$ cat src/rtl/sound_pkg.sv
// Types and volume bounds shared by the sound channel blocks.
package sound_pkg;

    typedef logic [2:0] period_t;
    typedef logic [3:0] volume_t;

    localparam volume_t VOL_MIN = 4'h0;
    localparam volume_t VOL_MAX = 4'hF;

endpackage : sound_pkg

$ cat src/rtl/volumizer_envelope_timer.sv
// Reloadable 3-bit down-counter that strobes `tick` once every `load_value`
// enabled cycles. A load restarts the count and never produces a tick.
module envelope_timer
    import sound_pkg::*;
(
    input  logic       clk,
    input  logic       rst_n,
    input  logic       load,
    input  logic [2:0] load_value,
    input  logic       enable,
    output logic       tick
);

    period_t timer_q;
    period_t timer_d;

    // Next count: load wins, otherwise count down and reload on expiry.
    always_comb begin
        // NOTE: every output of this block gets a default first so no path
        // leaves it unassigned, which would otherwise infer a latch.
        timer_d = timer_q;
        tick    = 1'b0;
        if (load) begin
            timer_d = load_value;
        end else if (enable) begin
            if (timer_q > 3'd1) begin
                timer_d = timer_q - 3'd1;
            end else begin
                timer_d = load_value;
                tick    = 1'b1;
            end
        end
    end

    // Counter register, cleared so the timer is idle out of reset.
    always_ff @(posedge clk or negedge rst_n) begin
        // NOTE: state registers use non-blocking assignments so every flop
        // samples the pre-edge values, independent of block ordering.
        if (!rst_n) begin
            timer_q <= '0;
        end else begin
            timer_q <= timer_d;
        end
    end

endmodule : envelope_timer

$ cat src/rtl/volumizer.sv
// Volume-envelope generator: loads a start volume on trigger, then steps it
// up or down by one every `per` envelope ticks, saturating at 0 and 15.
module volumizer
    import sound_pkg::*;
(
    input  logic       clk,
    input  logic       rst_n,
    input  logic       envelope_add,
    input  logic       trigger,
    input  logic [2:0] period,
    input  logic [3:0] starting_volume,
    output logic [3:0] volume
);

    volume_t volume_q;
    volume_t volume_d;
    logic    dir_q;
    logic    dir_d;
    period_t per_q;
    period_t per_d;

    logic    step_tick;
    period_t timer_reload;
    logic    timer_enable;

    // On trigger the timer restarts from the new period; otherwise it
    // reloads from the latched period. A zero period freezes the envelope.
    assign timer_reload = trigger ? period : per_q;
    assign timer_enable = (per_q != 3'd0);

    envelope_timer u_envelope_timer (
        .clk        (clk),
        .rst_n      (rst_n),
        .load       (trigger),
        .load_value (timer_reload),
        .enable     (timer_enable),
        .tick       (step_tick)
    );

    // Latch settings on trigger; on a timer tick step volume with saturation.
    always_comb begin
        volume_d = volume_q;
        dir_d    = dir_q;
        per_d    = per_q;
        if (trigger) begin
            volume_d = starting_volume;
            dir_d    = envelope_add;
            per_d    = period;
        end else if (step_tick) begin
            // Bound check first, so the 4-bit value never wraps.
            if (dir_q && (volume_q != VOL_MAX)) begin
                volume_d = volume_q + 4'd1;
            end else if (!dir_q && (volume_q != VOL_MIN)) begin
                volume_d = volume_q - 4'd1;
            end
        end
    end

    // Envelope state; reset leaves the block silent and disabled.
    always_ff @(posedge clk or negedge rst_n) begin
        if (!rst_n) begin
            volume_q <= VOL_MIN;
            dir_q    <= 1'b0;
            per_q    <= '0;
        end else begin
            volume_q <= volume_d;
            dir_q    <= dir_d;
            per_q    <= per_d;
        end
    end

    assign volume = volume_q;

endmodule : volumizer

$ cat config.mk
export PLATFORM = sky130hd
export DESIGN_NAME = volumizer
export DESIGN_NICKNAME = d
export VERILOG_FILES = /design/src/rtl/sound_pkg.sv /design/src/rtl/volumizer_envelope_timer.sv /design/src/rtl/volumizer.sv
export SDC_FILE = /design/constraint.sdc
export NUM_CORES = 1
export LEC_CHECK = 0
export BUFFER_PORTS_ARGS = -buffer_cell sky130_fd_sc_hd__buf_2
export CORE_ASPECT_RATIO = 1.2
export CORE_MARGIN = 2
export CORE_UTILIZATION = 40
export CTS_CLUSTER_DIAMETER = 80
export DETAILED_ROUTE_END_ITERATION = 6
export SLEW_MARGIN = 10
export SYNTH_ARGS = -nofsm -noshare
export SYNTH_HDL_FRONTEND = slang
export SYNTH_SLANG_ARGS = --single-unit
$ cat constraint.sdc
create_clock -name clk -period 1.7 [get_ports clk]
set_input_delay 0 -clock clk [delete_from_list [all_inputs] [get_ports clk]]
set_output_delay 0 -clock clk [all_outputs]
set_load 0.005 [all_outputs]
; ---- Word-level counts from Yosys, hierarchy flattened
; Index checks and enable logic that the tools add are counted.
[op_classes]
magnitude_cmp = 1
bitwise = 0
n_reduce_logical = 9
n_addsub = 3
multipliers = 0
div_mod_pow = 0
n_eq_ne = 1
n_shift = 0
n_mux = 11
[ops]
columns = cell, count
row1 = $mux W4, 4
row2 = $mux W3, 4
row3 = $reduce_bool A3 Y1, 2
row4 = $add A4 B1 Y4 const B, 1
row5 = $ne A4 B4 Y1 const B, 1
row6 = $reduce_bool A2 Y1, 2
row7 = $reduce_bool A4 Y1, 1
row8 = $sub A4 B1 Y4 const B, 1
row9 = $gt A3 B1 Y1 const B, 1
row10 = $mux W1, 3
row11 = $sub A3 B1 Y3 const B, 1
row12 = $logic_and A1 B1 Y1, 2
row13 = $reduce_and A2 Y1, 1
row14 = $logic_not A1 Y1, 1
[totals]
mem_bits_rw = 0
input_bits = 11
rom_bits = 0
latch_bits = 0
n_memories = 0
output_inout_bits = 4
ff_bits = 11

; ---- Longest topological paths before layout
[logic_depth]
ltp_word = 6
ltp_mapped = 7
mapped_depth_nobuf = 7

; ---- Hierarchy
; From an unflattened synthesis, not the netlist that was laid out.
[hier_totals]
cells_unflattened = 73
area_unflattened_um2 = 752.0
[modules_own_cells]
columns = module, seq_area_each_um2, cells_each, n_inst, area_each_um2
row1 = volumizer, 200.2, 44, 1, 486.7
row2 = envelope_timer, 75.1, 29, 1, 265.3

; ---- Least setup slack after synthesis
; Ideal clock, no wire load.
[synth_path]
path_type = flip-flop to flip-flop
startpoint = register u_envelope_timer.timer_q[1]
endpoint = register volume_q[1], in the netlist volume[1]
t_required_ns = 1.575
period_less_slack_ns = 1.893
slack_ns = -0.193
n_path_buf = 1
setup_time_ns = 0.125
t_arrival_ns = 1.768
stages_incl_launch_ff = 8
cell_sequence = dfrtp_1 -> inv_1 -> ha_1 -> o21ba_1 -> or2_0 -> buf_2 -> or4_4 -> mux2_4
[synth_between]
elab_chain_len = 6
[synth_rtl]
columns = element, line_no
row1 = "start, declared", volumizer_envelope_timer.sv:14  ; period_t timer_q;
row2 = "start signal, assigned", volumizer_envelope_timer.sv:42  ; timer_q <= timer_d;
row3 = $gt A3 B1 Y1, volumizer_envelope_timer.sv:26  ; if (timer_q > 3'd1) begin
row4 = $mux W1, volumizer_envelope_timer.sv:26
row5 = $mux W1, volumizer_envelope_timer.sv:25  ; end else if (enable) begin
row6 = $mux W1, volumizer_envelope_timer.sv:23  ; if (load) begin
row7 = $reduce_bool A2 Y1 (no line), --
row8 = $reduce_and A2 Y1 (no line), --
row9 = "end signal, assigned", volumizer.sv:66  ; volume_q <= volume_d;
row10 = "end, declared", volumizer.sv:15  ; volume_t volume_q;
; Every way passes these cells.
; A chain may end at the register's enable or synchronous reset.

; ---- Worst setup path after layout
; Ends and elaborated chain as after synthesis.

==> flow_metrics.tcl <==
set metrics [dict create \
    status "complete, but fails checks" \
    violations "setup timing" \
    viasPerCell 5.21 \
    insertion_delay_ps 260 \
    cts_made_buffers 3 \
    final_core_util 0.597 \
    p_per_area_nw_per_um2 1170 \
    routedWlPerCell_um 13.4 \
    cp-start-kind "flip-flop" \
    total_power_mw 1.15 \
    max-cap-violations 0 \
    ant_nets 0 \
    dp.cells 107 \
    cts_buffer_depth 2 \
    rsz0062_at_grt "yes" \
    internal-power_mw 0.752 \
    synth_top_area_frac 0.393 \
    yosysWarnings 0 \
    rows 16 \
    clkSlewWorstSetupHoldPaths_ps 70 \
    final.setup.tns_ps -238 \
    fp.dieW_um 42.2 \
    vias 631 \
    switching_share 0.344 \
    start_util 0.427 \
    syn_avg_cell_area_um2 10.5 \
    dr.first_iter.drc_count 9 \
    whs_ps 8.84 \
    io_buffer_count 14 \
    gp_routability_congestion 0.787 \
    period_share 1.06 \
    fp.dieH_um 49.8 \
    antenna_cells 0 \
    end_kind "flip-flop" \
    drc 0 \
    relSlewSlack 0.791 \
    async_flop_share 1.00 \
    r2r_cells 6 \
    coreArea_um2 1640 \
    dp_hpwl_um 1190 \
    skew_ps 0.618 \
    finalMaxSlewViolations 0 \
    dpl_cell_area_um2 860 \
    cts_tree "built" \
    ys_seq_area_frac 0.393 \
    post_layout_nonfiller_instances 121 \
    cp.arrival_ps 1940 \
    peakVddDrop_v 0.000591 \
    antenna_found_initial 0 \
    critical_path_class "flip-flop to flip-flop" \
    fmaxAchievable_ghz 0.557 \
    fin_area_um2 980 \
    cp.required_ps 1850 \
    root_buffer "clkbuf_4" \
    first_pass_iters 4 \
    period_needed_ps 1790 \
    cts_sinks 11 \
    grt_pass1_vias 654 \
    crit_start "u_envelope_timer.timer_q[1]" \
    final-hold-violation-count 0 \
    setup_viol 4 \
    io_pins 15 \
    htreeDepth 1 \
    synth_area_leaders "dfrtp_1 39%, ha_1 7.1%, mux2i_1 7.1%, mux2_2 6.4%, xnor2_1 3.8%" \
    pwr-share-comb 0.516 \
    synth_nets 83 \
    power_frac_seq 0.327 \
    place_ws_ps -107 \
    grt_util_all_layers 0.174 \
    tightest_slew_ps 310 \
    wl_um 1620 \
    hp-start "period[0]" \
    grt_pass1_wl_um 2770 \
    grt_max_degree 14 \
    cp_max_fo 2 \
    synth_area_um2 701 \
    die-area_um2 2100 \
    synth_cells 67 \
    ys_ff_latch 11 \
    yosysTopAreaCell "dfrtp_1" \
    synth_edf_count 0 \
    p_leak_nw 0.483 \
    drive_gt1_frac 0.398 \
    r2r-start "u_envelope_timer.timer_q[1]" \
    synthFlopType "dfrtp_1" \
    area_growth_pct 39.8 \
    switchingPower_mw 0.395 \
    hold_depth 2 \
    worst_slack_ps -94.8 \
    grt-ovfl-total 0 \
    synth_cell_types 29 \
    pwr-share-clk 0.157 \
    synth_top_cells_by_count "11 x dfrtp_1, 5 x mux2i_1, 5 x nor2_1" \
    synth.most_common_cell "dfrtp_1" \
    hp-class "input port to flip-flop" \
    final_nets 120 \
]
power by group through the flow:
stage / logic, mW / clock network [mW] / registers, mW
floorplan: 0.303 / 0 / 0.395
global placement: 0.515 / 0 / 0.381
detailed placement: 0.524 / 0 / 0.382
CTS: 0.562 / 0.187 / 0.373
global route: 0.668 / 0.207 / 0.383
finish: 0.591 / 0.180 / 0.375
kinds of logic (layout without fill, tap and decap cells):
kind of cell               Yosys count  after routing  share of synthesized area
AOI/OAI and AO/OA                   15             15                      0.150
xor gates and xnor gates             3              3                     0.0375
adders and majority gates            5              5                      0.100
buffers and inverters                6             42                     0.0339
DFF                                 11             11                      0.393
muxes                               10             10                      0.157
and+or+nand+nor                     17             17                      0.129
layout make-up:
class                   count  area (um^2)
clock buffers               4         26.3
fillers                   148          662
inverters                   4         15.0
multi-input cells          50          408
flip-flops and latches     11          275
well taps                  18         22.5
repair buffers             34          233
worst max-delay path, stage by stage (launching register included):
cell and delay, ps:
dfrtp_1 390, inv_2 60, ha_1 130, o21ba_1 150
or2_1 220, or4_4 430, mux2_4 310
metal layers:
| layer | wire length [um] | track usage | share of wire |
|---|---|---|---|
| met4 | 13 | 0.0625 | 0.0080 |
| met5 | 0 | 0 | 0 |
| met3 | 55 | 0.0330 | 0.034 |
| met2 | 807 | 0.300 | 0.50 |
| met1 | 747 | 0.212 | 0.46 |
placed cells by master (no fill, tap or decap), types with 3 or more instances in the layout:
master         instances
mux2i_1                5
nor2_1                 5
xnor2_1                3
clkbuf_4               3
buf_2                 14
mux2_2                 4
dfrtp_1               11
ha_1                   4
dlygate4sd3_1          5
buf_4                 15
inv_1                  3
flip-flops by register name, indices dropped and copies added (netlist names):
| name | cells |
|---|---|
| dir_q | 1 |
| per_q | 3 |
| u_envelope_timer.timer_q | 3 |
| volume | 4 |
timing repair:
item                                   CTS  global route
pin swaps                                1             1
setup endpoints to repair                4             4
endpoints found under the hold margin   15             0
hold buffers                             5             0
setup buffers                            2             3
resized for setup                        1             3
worst paths after layout:
kind                       slack (ps)         to
max                               -90  volume[1]
min                                 9   per_q[0]
max reg2reg                       -90  volume[1]
min reg2reg                       570   per_q[2]
max in group asynchronous        1360   per_q[1]
min in group asynchronous         130   per_q[2]
Power figures use the tool's default switching activity.
